### src/rtl/gemm_tile_scheduler.sv
// gemm_tile_scheduler: walks the output tiles of Y[M,N] = X[M,K] * W[K,N] and issues
// one job per ARRAY_ROW x ARRAY_COL tile to the per-tile controller. Tiles are issued
// n-outer, m-inner so that a weight tile is reused across consecutive row tiles.
// Addresses advance incrementally; the only multiplies happen once per job, in LATCH.
//
// Handshake: tile_start is a one-cycle pulse raised while every tile_* output is already
// stable. The scheduler then waits for a one-cycle tile_done pulse. A tile_done pulse that
// arrives in any state other than WAIT, including the ISSUE cycle itself, is dropped.
//
// Optional build macro: SCHED_PERF_CNT_EN adds the perf_busy_cycles and perf_tiles counters.
module gemm_tile_scheduler #(
    parameter int ARRAY_ROW = 16,
    parameter int ARRAY_COL = 16,
    parameter int DIM_W     = 16,
    parameter int ADDR_W    = 32,
    localparam int RV_W     = $clog2(ARRAY_ROW + 1),
    localparam int CV_W     = $clog2(ARRAY_COL + 1)
) (
    input  logic              clk,
    input  logic              rst,
    input  logic              ap_start,
    input  logic [DIM_W-1:0]  cfg_m_dim,
    input  logic [DIM_W-1:0]  cfg_n_dim,
    input  logic [DIM_W-1:0]  cfg_k_dim,
    input  logic [ADDR_W-1:0] cfg_x_base,
    input  logic [ADDR_W-1:0] cfg_w_base,
    input  logic [ADDR_W-1:0] cfg_y_base,
    output logic              ap_done,
    output logic              ap_idle,
    output logic              tile_start,
    input  logic              tile_done,
    output logic [DIM_W-1:0]  tile_k_dim,
    output logic [DIM_W-1:0]  tile_m_idx,
    output logic [DIM_W-1:0]  tile_n_idx,
    output logic [ADDR_W-1:0] tile_x_addr,
    output logic [ADDR_W-1:0] tile_w_addr,
    output logic [ADDR_W-1:0] tile_y_addr,
    output logic [RV_W-1:0]   tile_rows_valid,
    output logic [CV_W-1:0]   tile_cols_valid,
`ifdef SCHED_PERF_CNT_EN
    output logic [31:0]       perf_busy_cycles,
    output logic [DIM_W-1:0]  perf_tiles,
`endif
    output logic [2:0]        sched_state_dbg
);

    typedef enum logic [2:0] {
        S_IDLE    = 3'd0,
        S_LATCH   = 3'd1,
        S_ISSUE   = 3'd2,
        S_WAIT    = 3'd3,
        S_ADVANCE = 3'd4,
        S_DONE    = 3'd5
    } state_t;

    localparam logic [DIM_W-1:0]  ROW_D = DIM_W'(ARRAY_ROW);
    localparam logic [DIM_W-1:0]  COL_D = DIM_W'(ARRAY_COL);
    localparam logic [ADDR_W-1:0] ROW_A = ADDR_W'(ARRAY_ROW);
    localparam logic [ADDR_W-1:0] COL_A = ADDR_W'(ARRAY_COL);

    state_t            state;
    logic [DIM_W-1:0]  m_dim;
    logic [ADDR_W-1:0] x_base;
    logic [ADDR_W-1:0] y_col_base;  // Y address of row tile 0 in the current column tile
    logic [ADDR_W-1:0] x_step;      // ARRAY_ROW * K
    logic [ADDR_W-1:0] y_step;      // ARRAY_ROW * N
    logic [ADDR_W-1:0] w_step;      // ARRAY_COL * K
    logic [DIM_W-1:0]  rows_left;   // M - m_idx*ARRAY_ROW
    logic [DIM_W-1:0]  cols_left;   // N - n_idx*ARRAY_COL
    logic [DIM_W-1:0]  rows_next;
    logic [DIM_W-1:0]  cols_next;
    logic              last_row;
    logic              last_col;
    logic              zero_job;

    assign sched_state_dbg = state;
    assign rows_next       = rows_left - ROW_D;
    assign cols_next       = cols_left - COL_D;
    assign last_row        = (rows_left <= ROW_D);
    assign last_col        = (cols_left <= COL_D);
    assign zero_job        = (cfg_m_dim == '0) || (cfg_n_dim == '0) || (cfg_k_dim == '0);

    // Valid extent of a tile: clamp the remaining rows/cols to the array size.
    function automatic logic [RV_W-1:0] row_ext(input logic [DIM_W-1:0] left);
        if (left >= ROW_D) return RV_W'(ARRAY_ROW);
        else               return left[RV_W-1:0];
    endfunction

    function automatic logic [CV_W-1:0] col_ext(input logic [DIM_W-1:0] left);
        if (left >= COL_D) return CV_W'(ARRAY_COL);
        else               return left[CV_W-1:0];
    endfunction

    // Scheduler FSM with all handshake and tile descriptor outputs registered.
    always_ff @(posedge clk or posedge rst) begin
        if (rst) begin
            state           <= S_IDLE;
            ap_done         <= 1'b0;
            ap_idle         <= 1'b1;
            tile_start      <= 1'b0;
            tile_k_dim      <= '0;
            tile_m_idx      <= '0;
            tile_n_idx      <= '0;
            tile_x_addr     <= '0;
            tile_w_addr     <= '0;
            tile_y_addr     <= '0;
            tile_rows_valid <= '0;
            tile_cols_valid <= '0;
            m_dim           <= '0;
            x_base          <= '0;
            y_col_base      <= '0;
            x_step          <= '0;
            y_step          <= '0;
            w_step          <= '0;
            rows_left       <= '0;
            cols_left       <= '0;
        end else begin
            ap_done    <= 1'b0;
            tile_start <= 1'b0;
            ap_idle    <= 1'b0;
            case (state)
                S_IDLE: begin
                    if (ap_start) begin
                        state <= S_LATCH;
                    end else begin
                        // Rises on the second IDLE cycle after a job.
                        ap_idle <= 1'b1;
                    end
                end
                S_LATCH: begin
                    m_dim           <= cfg_m_dim;
                    x_base          <= cfg_x_base;
                    y_col_base      <= cfg_y_base;
                    x_step          <= ROW_A * ADDR_W'(cfg_k_dim);
                    y_step          <= ROW_A * ADDR_W'(cfg_n_dim);
                    w_step          <= COL_A * ADDR_W'(cfg_k_dim);
                    rows_left       <= cfg_m_dim;
                    cols_left       <= cfg_n_dim;
                    tile_k_dim      <= cfg_k_dim;
                    tile_m_idx      <= '0;
                    tile_n_idx      <= '0;
                    tile_x_addr     <= cfg_x_base;
                    tile_w_addr     <= cfg_w_base;
                    tile_y_addr     <= cfg_y_base;
                    tile_rows_valid <= row_ext(cfg_m_dim);
                    tile_cols_valid <= col_ext(cfg_n_dim);
                    if (zero_job) begin
                        state   <= S_DONE;
                        ap_done <= 1'b1;
                    end else begin
                        state      <= S_ISSUE;
                        tile_start <= 1'b1;
                    end
                end
                S_ISSUE: begin
                    // tile_done here is ignored: the engine needs at least one cycle.
                    state <= S_WAIT;
                end
                S_WAIT: begin
                    if (tile_done) state <= S_ADVANCE;
                end
                S_ADVANCE: begin
                    if (last_row && last_col) begin
                        state   <= S_DONE;
                        ap_done <= 1'b1;
                    end else if (last_row) begin
                        // Next column tile, restart at row tile 0.
                        tile_m_idx      <= '0;
                        tile_n_idx      <= tile_n_idx + 1'b1;
                        rows_left       <= m_dim;
                        cols_left       <= cols_next;
                        tile_x_addr     <= x_base;
                        tile_w_addr     <= tile_w_addr + w_step;
                        tile_y_addr     <= y_col_base + COL_A;
                        y_col_base      <= y_col_base + COL_A;
                        tile_rows_valid <= row_ext(m_dim);
                        tile_cols_valid <= col_ext(cols_next);
                        state           <= S_ISSUE;
                        tile_start      <= 1'b1;
                    end else begin
                        // Next row tile under the same weight tile.
                        tile_m_idx      <= tile_m_idx + 1'b1;
                        rows_left       <= rows_next;
                        tile_x_addr     <= tile_x_addr + x_step;
                        tile_y_addr     <= tile_y_addr + y_step;
                        tile_rows_valid <= row_ext(rows_next);
                        state           <= S_ISSUE;
                        tile_start      <= 1'b1;
                    end
                end
                S_DONE: begin
                    // Wait for ap_start to drop so a held start cannot retrigger.
                    if (!ap_start) state <= S_IDLE;
                end
                default: state <= S_IDLE;
            endcase
        end
    end

`ifdef SCHED_PERF_CNT_EN
    // Per-job counters: busy cycles (saturating) and accepted tile completions.
    always_ff @(posedge clk or posedge rst) begin
        if (rst) begin
            perf_busy_cycles <= '0;
            perf_tiles       <= '0;
        end else if (state == S_LATCH) begin
            perf_busy_cycles <= '0;
            perf_tiles       <= '0;
        end else if (state != S_IDLE) begin
            if (perf_busy_cycles != 32'hFFFF_FFFF) perf_busy_cycles <= perf_busy_cycles + 1'b1;
            if (state == S_WAIT && tile_done) perf_tiles <= perf_tiles + 1'b1;
        end
    end
`endif

endmodule

### config.mk
export PLATFORM = sky130hd
export DESIGN_NAME = gemm_tile_scheduler
export DESIGN_NICKNAME = d
export VERILOG_FILES = /design/src/rtl/gemm_tile_scheduler.sv
export SDC_FILE = /design/constraint.sdc
export NUM_CORES = 1
export LEC_CHECK = 0
export BUFFER_PORTS_ARGS = -buffer_cell sky130_fd_sc_hd__buf_4
export CAP_MARGIN = 0
export CORE_MARGIN = 2
export CORE_UTILIZATION = 61
export CTS_BUF_LIST = sky130_fd_sc_hd__clkbuf_16
export CTS_CLUSTER_SIZE = 24
export DETAILED_ROUTE_END_ITERATION = 8
export MAX_ROUTING_LAYER = met4
export PLACE_DENSITY = 0.82
export SYNTH_ARGS = -nofsm -noshare
export SYNTH_HDL_FRONTEND = slang
export SYNTH_SLANG_ARGS = --single-unit
### constraint.sdc
create_clock -name clk -period 15 [get_ports clk]
set_input_delay 3 -clock clk [delete_from_list [all_inputs] [get_ports clk]]
set_output_delay 3 -clock clk [all_outputs]
set_load 0.005 [all_outputs]
# After elaboration in Yosys (flattened, before gate mapping)

Index checks and enable logic that the tools add are counted.

Flip-flop bits (word level): 288
Input bits: 148
Output and inout port bits: 160

Reduce and logical (&&, ||, !) cells: 11
Add/subtract/negate cells: 8
Mux-type cells: 49
Eq/ne operators: 10
$lt $le $gt $ge: 7

Operators by type and width:

| cell                    | count |
|---|---|
| $mux W32                | 8 |
| $pmux W32 S2            | 4 |
| $mux W16                | 8 |
| $pmux W16 S2            | 4 |
| $add A32 B20 Y32        | 3 |
| $ge A16 B5 Y1 const B   | 5 |
| $logic_not A16 Y1       | 3 |
| $mux W5                 | 9 |
| $add A16 B1 Y16 const B | 2 |
| $add A32 B5 Y32 const B | 1 |
| $le A16 B5 Y1 const B   | 2 |
| $sub A16 B5 Y16 const B | 2 |
| $pmux W5 S2             | 2 |
| $pmux W3 S6             | 1 |
| $mux W3                 | 5 |
| $ne A2 B2 Y1 const B    | 5 |
| $eq A3 B2 Y1 const B    | 2 |
| $eq A3 B3 Y1 const B    | 2 |
| $mux W1                 | 6 |
| $reduce_and A3 Y1       | 2 |
| $pmux W1 S2             | 2 |
| $eq A3 B1 Y1 const B    | 1 |
| $logic_not A3 Y1        | 1 |
| $logic_or A1 B1 Y1      | 2 |
| other kinds (3)         | 3 |

# Depth between registers and ports, before layout

Gate-level depths: netlist of run 1.

Depth after elaboration: 6
Gate-level depth with buffers: 12
Mapped depth without buffers: 11

# Worst setup path before layout of run 1

Ideal clock, no wire load.

Kind: input port to flip-flop
Start: input port cfg_n_dim[11]
End: register state[2], in the netlist sched_state_dbg[2]
Slack: 10698 ps
Cell stages on the path: 8
Arrival: 4198 ps
Cell sequence: nor4_1 and3_1 clkbuf_1 a21oi_1 o21ai_0 a22oi_1 o21a_1 a221oi_1

Word-level cells in the longest chain between the ends: 5

RTL lines:

| item                            | RTL line | RTL |
|---|---|---|
| from (decl)                     | 23       | `input logic [DIM_W-1:0] cfg_n_dim,` |
| $logic_not A16 Y1               | 81       | `assign zero_job = (cfg_m_dim == '0) \|\| (cfg_n_dim == '0) \|\| (cfg_k_dim == '0);` |
| $logic_or A1 B1 Y1 (2 in a row) | 81       |  |
| $mux W3                         | 147      | `if (zero_job) begin` |
| $pmux W3 S6                     | 121      | `case (state)` |
| to (signal assigned)            | 124      | `state <= S_LATCH;` |
| to (signal assigned)            | 148      | `state <= S_DONE;` |
| to (signal assigned)            | 151      | `state <= S_ISSUE;` |
| to (decl)                       | 61       | `state_t state;` |

Every way passes these cells.
A chain may end at the register's enable or synchronous reset.

==> flow_summary.rst, run 1 <==
.. list-table::
   :header-rows: 1

   * - Metric
     - Value
   * - Net switching power
     - 2.18 mW
   * - Drt wl/cell
     - 21.0 um
   * - Die span in y
     - 170 um
   * - Clock network fraction of design power
     - 17.4%
   * - Worst-case register-to-register setup slack
     - 10.75 ns
   * - Die width
     - 170 um
   * - Post-detailed-route via-to-cell ratio
     - 6.56
   * - Warnings, synthesis
     - 0
   * - PnR worst setup slack
     - 10.30 ns
   * - Full die area
     - 28900 sq um
   * - Share of final-layout standard cells stronger than drive strength 1
     - 18.5%
   * - Critical path fanouts, max
     - 100
   * - Max Fclk
     - 0.213 GHz
   * - Share of the synthesized area in the top cell type
     - 42.7%
   * - Worst Setup Slack post-DPL
     - 9.58 ns
   * - Final hold viol count
     - 0
   * - Initial standard-cell utilization of the core
     - 62.2%
   * - Seq cells post-synth
     - 288
   * - Placeable core area
     - 27000 sq um
   * - Total power
     - 4.84 mW
   * - Clock transition time at the flip-flop clock pins of the worst setup and hold paths
     - 0.07 ns
   * - Cell with the most instances after synthesis
     - sky130_fd_sc_hd__nand2_1
   * - Max Slew Vio Count
     - 0
   * - PD cells
     - 238 nW/um^2
   * - EDFF count, synth
     - 0
   * - Async SR Flop Fraction
     - 100%
   * - Unrepaired setup endpoints after global routing
     - false
   * - Via count of the first global-routing pass
     - 15700
   * - Average size of a mapped cell
     - 8.45 sq um
   * - Fillers
     - 2032
   * - Max H-tree Level
     - 1
   * - IO Pins
     - 308
   * - Post CTS Setup Buffer Count
     - 0
   * - Worst Skew
     - 0.0126 ns
   * - First-pass GRT wire length
     - 84900 um
   * - Period Utilization, post-route
     - 31.4%
   * - Area added between synthesis and finish
     - 21.0%
   * - Number of detailed-route iterations in the first pass
     - 6
   * - Number of maximum-capacitance constraint violations
     - 0
   * - Total clock sinks
     - 288
   * - Placer Congestion
     - 0.976
   * - Transition time at the pin with the least slew margin
     - 1.17 ns
   * - Net Sw Frac
     - 45.1%
   * - Time the worst path needs with I/O delays and setup
     - 4.70 ns
   * - Master of the slowest instance on the critical path
     - sky130_fd_sc_hd__buf_4
   * - Number of placement rows
     - 60
   * - Synthesized netlist cell count
     - 1989
   * - Number of buffers added to fix hold violations after cts
     - 0
   * - Worst hold margin
     - 0.472 ns
   * - Final design utilization
     - 75.3%
   * - Number of cell instances on the worst register-to-register path
     - 10
   * - CP Data Arrival Time
     - 5.31 ns
   * - Count of unresolved DRC violations after routing
     - 0
   * - Synthesized net count
     - 2198
   * - Total track usage
     - 38.2%
   * - Net count, final
     - 2439
   * - Antenna violations before repair
     - 2
   * - Number of clock buffers inserted by TritonCTS
     - 31
   * - Vias
     - 17000
   * - 1st-iter DRT viols
     - 2045
   * - Leading post-synthesis cells by instance count
     - 432 x sky130_fd_sc_hd__nand2_1, 287 x sky130_fd_sc_hd__dfrtp_1, 182 x sky130_fd_sc_hd__nor2_1
   * - Final wirelength
     - 54600 um
   * - Final setup violation count
     - 0
   * - Residual antenna-violating net count after detailed routing
     - 0
   * - Type of the tightest min-delay check
     - reg2reg
   * - Critical path required time
     - 15.60 ns
   * - Int Power
     - 2.66 mW
   * - Number of distinct standard cells referenced by the synthesized netlist
     - 90
   * - TNS Setup
     - 0 ns
   * - Leakage power total
     - 9.48 nW
   * - Headroom to the max-slew limit
     - 21.4%
   * - Most area-hungry cell type in the Yosys netlist
     - sky130_fd_sc_hd__dfrtp_1
   * - Critical-path cell list
     - buf_4 -> inv_8 -> buf_4 -> buf_4
   * - DP Wirelength
     - 37600 um
   * - Worst hold stages
     - 2
   * - Kind of critical path
     - in2async
   * - CP Launch Type
     - primary input
   * - Critical Path Most Common Cell
     - sky130_fd_sc_hd__buf_4
   * - Result of the run
     - finished, final reports clean
   * - CTS tree
     - built
   * - Highest cell delay on the worst timing path
     - 0.86 ns
   * - Clock latency reported for the late side of the worst-skew pair
     - 0.57 ns
   * - Endpoint class of the critical path
     - async pin
   * - Buffer depth of the longest clock path
     - 3
   * - IR drop worst, VDD
     - 196 uV
   * - Count of instances resized after the clock tree is built
     - 0
   * - Area contributors post-synth
     - sky130_fd_sc_hd__dfrtp_1 43%, sky130_fd_sc_hd__nand2_1 9.7%, sky130_fd_sc_hd__a21oi_1 5.1%
   * - Flop pwr share
     - 31.2%
   * - Maximum number of pins on one net before global-route repair
     - 101
   * - Power share of the combinational group
     - 51.3%
   * - Root buffer selected by CTS
     - sky130_fd_sc_hd__clkbuf_16
   * - Netlist Area Pre-Place
     - 16800 sq um
   * - Main synth FF type
     - sky130_fd_sc_hd__dfrtp_1
   * - Total congestion overflow
     - 0
   * - Sequential cell area fraction in the yosys report
     - 42.9%
   * - Port buffer count
     - 307
per-stage QoR:
step | std cells | cell area [sq um]
2_1_floorplan | 1989 | 16800
3_3_place_gp | 2538 | 19200
3_5_place_dp | 2538 | 19200
4_1_cts | 2594 | 20300
5_1_grt | 2596 | 20300
6_report | 2596 | 20300
cell type report:
type                    instances  area [sq um]  share of cell area (%)
inverters                      21          86.3                   0.425
clock buffers                  31           776                    3.81
repair buffers                323          2420                    11.9
diodes                          2          5.00                  0.0246
flip-flops and latches        288          7210                    35.4
well taps                     341           427                    2.10
multi-input cells            1565          9080                    44.7
clock inverters                25           329                    1.62
worst paths after layout:
check                              startpoint            endpoint
setup / recovery                          rst     tile_y_addr[20]
hold / removal                     x_base[24]          x_base[24]
setup reg to reg           sched_state_dbg[2]     tile_w_addr[22]
hold reg to reg                    x_base[24]          x_base[24]
max in group clk           sched_state_dbg[0]  sched_state_dbg[0]
min in group asynchronous                 rst          x_base[10]
state kept, by name (all words and copies together) (netlist names):
name             cells
tile_n_idx          16
tile_m_idx          16
ap_done              1
ap_idle              1
y_step              16
tile_rows_valid      5
tile_y_addr         32
rows_left           16
sched_state_dbg      3
x_base              32
cols_left           16
tile_w_addr         32
tile_x_addr         32
tile_cols_valid      5
x_step              16
y_col_base          32
m_dim               16
tile_start           1
critical path: cells and delay by family:
family | cells | cell delay, ns
buf+inv | 4 | 2.17
layout by cell type, fill, tap and decap left out, types with 16 or more instances in the layout:
| cell | instances |
|---|---|
| sky130_fd_sc_hd__a211oi_1 | 28 |
| sky130_fd_sc_hd__ha_1 | 58 |
| sky130_fd_sc_hd__nor4_1 | 26 |
| sky130_fd_sc_hd__clkbuf_16 | 31 |
| sky130_fd_sc_hd__buf_4 | 323 |
| sky130_fd_sc_hd__o22ai_1 | 34 |
| sky130_fd_sc_hd__o211ai_1 | 23 |
| sky130_fd_sc_hd__and3_1 | 28 |
| sky130_fd_sc_hd__nor2_1 | 180 |
| sky130_fd_sc_hd__nand2_1 | 430 |
| sky130_fd_sc_hd__a21oi_1 | 171 |
| sky130_fd_sc_hd__a22oi_1 | 16 |
| sky130_fd_sc_hd__dfrtp_1 | 287 |
| sky130_fd_sc_hd__xor2_1 | 60 |
| sky130_fd_sc_hd__a221oi_1 | 16 |
| sky130_fd_sc_hd__a31oi_1 | 21 |
| sky130_fd_sc_hd__xnor2_1 | 39 |
| sky130_fd_sc_hd__a21o_1 | 19 |
| sky130_fd_sc_hd__nor3_1 | 23 |
| sky130_fd_sc_hd__o21ai_0 | 117 |
| sky130_fd_sc_hd__nand4_1 | 27 |
| sky130_fd_sc_hd__nand3_1 | 59 |
| sky130_fd_sc_hd__inv_1 | 22 |
power by group through the flow:
stage | combinational, mW | clock (mW) | sequential (mW)
4_1_cts | 2.45 | 0.846 | 1.49
6_report | 2.48 | 0.844 | 1.51
3_3_place_gp | 2.34 | 0 | 1.49
2_1_floorplan | 1.71 | 0 | 1.38
3_5_place_dp | 2.42 | 0 | 1.50
5_1_grt | 2.72 | 0.878 | 1.55
metal layers:
| layer | global-route usage [%] | wire length (um) |
|---|---|---|
| met2 | 57.1 | 24500 |
| met1 | 52.0 | 21900 |
| met3 | 7.07 | 5730 |
| met4 | 14.7 | 2460 |
| met5 | - | 0 |
cells by family after synthesis:
logic type | count (synthesis) | synth area share (%)
buffers and inverters | 136 | 3.39
AO/OA/AOI/OAI | 550 | 20.9
multiplexers | 8 | 0.484
flip-flops | 288 | 42.9
XOR/XNOR | 99 | 5.16
adder cells (fa/ha/maj) | 61 | 4.68
AND/OR/NAND/NOR | 847 | 22.5
No activity file was read; power rests on OpenSTA's default activity.
==> run 2, diff against run 1 <==
CORE_UTILIZATION = 51   (was 61)
PLACE_DENSITY = 0.73   (was 0.82)
clock period = 3.9 ns   (was 15 ns; I/O delays follow)
==> run 2 against run 1 <==
- clock skew grew 0.0040 ns
- first-iteration DRC count decreased by 21%
- global-route usage shrank 5.1 points
- worst setup slack worse by 9.9 ns
- power rose to 3.8 times the previous value
- flip-flop and latch count did not move
- worst hold slack got worse by 0.064 ns
- sequential share of layout area decreased by 0.64 points
- combinational power rose to 3.9 times the previous value
==> flow_summary.rst, run 2 (synthesis results as in run 1) <==
.. list-table::
   :header-rows: 1

   * - Metric
     - Value
   * - Die width
     - 186 um (+9.1%)
   * - Number of clock buffers inserted by TritonCTS
     - 35 (+13%)
   * - Count of instances resized after the clock tree is built
     - 0 (unchanged)
   * - Full die area
     - 34400 sq um (+19%)
   * - Period Utilization, post-route
     - 90.9%
   * - Highest-count cells in the layout ignoring fill and taps
     - 430 x sky130_fd_sc_hd__nand2_1, 333 x sky130_fd_sc_hd__buf_4, 287 x sky130_fd_sc_hd__dfrtp_1
   * - CTS tree
     - built
   * - Residual antenna-violating net count after detailed routing
     - 0 (unchanged)
   * - Worst hold margin
     - 0.408 ns (-0.0639 ns)
   * - Time the worst path needs with I/O delays and setup
     - 3.54 ns
   * - Worst Setup Slack post-DPL
     - 0.384 ns (-9.19 ns)
   * - TNS Setup
     - 0 ns (unchanged)
   * - Count of unresolved DRC violations after routing
     - 0 (unchanged)
   * - Vias
     - 16400 (-3.7%)
   * - IO Pins
     - 308 (unchanged)
   * - Type of the tightest min-delay check
     - in2reg
   * - Met2 Track Usage GR
     - 50.0% (-7.1 points)
   * - Total power
     - 18.6 mW (+280%)
   * - Number of maximum-capacitance constraint violations
     - 0 (unchanged)
   * - Placeable core area
     - 32500 sq um (+20%)
   * - Total clock sinks
     - 288 (unchanged)
   * - Most common cell after layout, fill and taps aside
     - sky130_fd_sc_hd__nand2_1
   * - Total congestion overflow
     - 0 (unchanged)
   * - Number of placement rows
     - 66 (+10%)
   * - Result of the run
     - finished, final reports clean
   * - PD cells
     - 899 nW/um^2 (+280%)
   * - Placer Congestion
     - 0.934 (-4.3%)
   * - 1st-iter DRT viols
     - 1609 (-21%)
   * - Initial standard-cell utilization of the core
     - 51.8% (-10 points)
   * - Met3 Use GR
     - 6.05% (-1.0 points)
   * - Number of buffers added to fix hold violations after cts
     - 0 (unchanged)
   * - Placed instance count
     - 2658 (+4.7%)
   * - First-pass GRT wire length
     - 86600 um (+2.0%)
   * - Unrepaired setup endpoints after global routing
     - false
   * - Endpoint class of the critical path
     - register
   * - DP Wirelength
     - 39500 um (+4.9%)
   * - Critical path fanouts, max
     - 9 (-91%)
   * - Clock latency reported for the late side of the worst-skew pair
     - 0.53 ns (-0.04 ns)
   * - Antenna violations before repair
     - 5 (+3)
   * - Worst Skew
     - 0.0165 ns (+0.00395 ns)
   * - Drt wl/cell
     - 20.3 um (-3.4%)
   * - Leakage power total
     - 9.62 nW (+1.5%)
   * - Gr busiest metal
     - met2
   * - Kind of critical path
     - reg2reg
   * - Buffer depth of the longest clock path
     - 3 (unchanged)
   * - Die span in y
     - 186 um (+9.1%)
   * - CP Launch Type
     - register
   * - Final hold viol count
     - 0 (unchanged)
   * - Register cell area after layout
     - 7210 sq um (unchanged)
   * - Post CTS Setup Buffer Count
     - 0 (unchanged)
   * - Number of detailed-route iterations in the first pass
     - 6 (unchanged)
   * - Post-detailed-route via-to-cell ratio
     - 6.02 (-8.3%)
   * - Final instance count without filler cells
     - 2726 (+5.0%)
   * - Root buffer selected by CTS
     - sky130_fd_sc_hd__clkbuf_16
   * - Maximum number of pins on one net before global-route repair
     - 85 (-16%)
   * - Combined area of the multi-input logic cells
     - 9080 sq um (unchanged)
   * - Net count, final
     - 2462 (+0.94%)
   * - Port buffer count
     - 307 (unchanged)
   * - PnR worst setup slack
     - 0.356 ns (-9.94 ns)
   * - Headroom to the max-slew limit
     - 38.6% (+17 points)
   * - Total track usage
     - 33.1% (-5.1 points)
   * - Share of final-layout standard cells stronger than drive strength 1
     - 19.1% (+0.62 points)
   * - Max Fclk
     - 0.282 GHz
   * - IR drop worst, VDD
     - 487 uV (+150%)
   * - Met1 Use GR
     - 45.1% (-6.9 points)
   * - Max Slew Vio Count
     - 0 (unchanged)
   * - Area added between synthesis and finish
     - 23.3%
   * - Fillers
     - 2864 (+41%)
   * - Via count of the first global-routing pass
     - 15700 (+0.20%)
   * - Clock transition time at the flip-flop clock pins of the worst setup and hold paths
     - 0.06 ns (about the same)
   * - Max H-tree Level
     - 2 (+1)
   * - Critical path required time
     - 4.30 ns (-11.30 ns)
   * - CP Data Arrival Time
     - 3.94 ns (-1.37 ns)
   * - Final setup violation count
     - 0 (unchanged)
   * - Final wirelength
     - 55400 um (+1.5%)
   * - Transition time at the pin with the least slew margin
     - 0.921 ns (-0.245 ns)
run 2: cell types whose count changed in the layout (fill, tap and decap cells not counted), moves of 3 or more:
| cell | change |
|---|---|
| sky130_fd_sc_hd__buf_12 | +9 |
| sky130_fd_sc_hd__buf_4 | +10 |
| sky130_fd_sc_hd__bufinv_16 | -6 |
| sky130_fd_sc_hd__clkbuf_16 | +6 |
| sky130_fd_sc_hd__clkinv_1 | +4 |
| sky130_fd_sc_hd__diode_2 | +3 |
| sky130_fd_sc_hd__inv_1 | +3 |
run 2: worst max-delay path: stages (launching register included):
cell,delay [ns]
sky130_fd_sc_hd__dfrtp_1,0.44
sky130_fd_sc_hd__ha_1,0.27
sky130_fd_sc_hd__fa_1,0.44
sky130_fd_sc_hd__a211o_1,0.30
sky130_fd_sc_hd__a2111o_1,0.40
sky130_fd_sc_hd__a41o_1,0.30
sky130_fd_sc_hd__o41ai_4,0.39
sky130_fd_sc_hd__o21ai_4,0.19
sky130_fd_sc_hd__nand2_2,0.10
sky130_fd_sc_hd__mux2_1,0.32
sky130_fd_sc_hd__a221o_1,0.29
run 2: cell type report:
type / instances / share of cell area, %
Antenna cell: 5 / 0.0604
Inverter: 21 / 0.399
Tap cell: 442 / 2.67
Clock inverter: 26 / 0.810
Clock buffer: 37 / 4.47
Timing Repair Buffer: 342 / 12.9
Sequential cell: 288 / 34.8
Multi-Input combinational cell: 1565 / 43.8
run 2: final timing paths:
| path | start | to | slack, ns | depth (start not counted) |
|---|---|---|---|---|
| hold / removal | ap_start | ap_idle | 0.41 | 2 |
| hold reg to reg | x_base[24] | x_base[24] | 0.47 | 2 |
| setup / recovery | x_step[4] | tile_x_addr[26] | 0.36 | 10 |
| setup reg to reg | x_step[4] | tile_x_addr[26] | 0.36 | 10 |
| max in group asynchronous | rst | ap_idle | 2.58 | 3 |
| min in group asynchronous | rst | y_col_base[9] | 0.45 | 2 |
run 2: routing by layer:
layer / vias to the layer above / wire length (um)
li1: 7629 / -
met1: 7882 / 23900
met2: 774 / 24900
met3: 116 / 4890
met4: 0 / 1730
met5: - / 0
run 2: power by group:
part	total, mW	leakage (nW)	switching [mW]	internal (mW)
clock	3.16	0.559	1.32	1.84
combinational	9.67	5.56	5.59	4.08
sequential	5.78	3.49	1.47	4.31
run 2: per-stage QoR:
stage,util [%],instance area [sq um]
6_report,63.8,20700
2_1_floorplan,-,16800
3_3_place_gp,60.4,19600
4_1_cts,63.8,20700
3_5_place_dp,60.4,19600
5_1_grt,63.8,20700
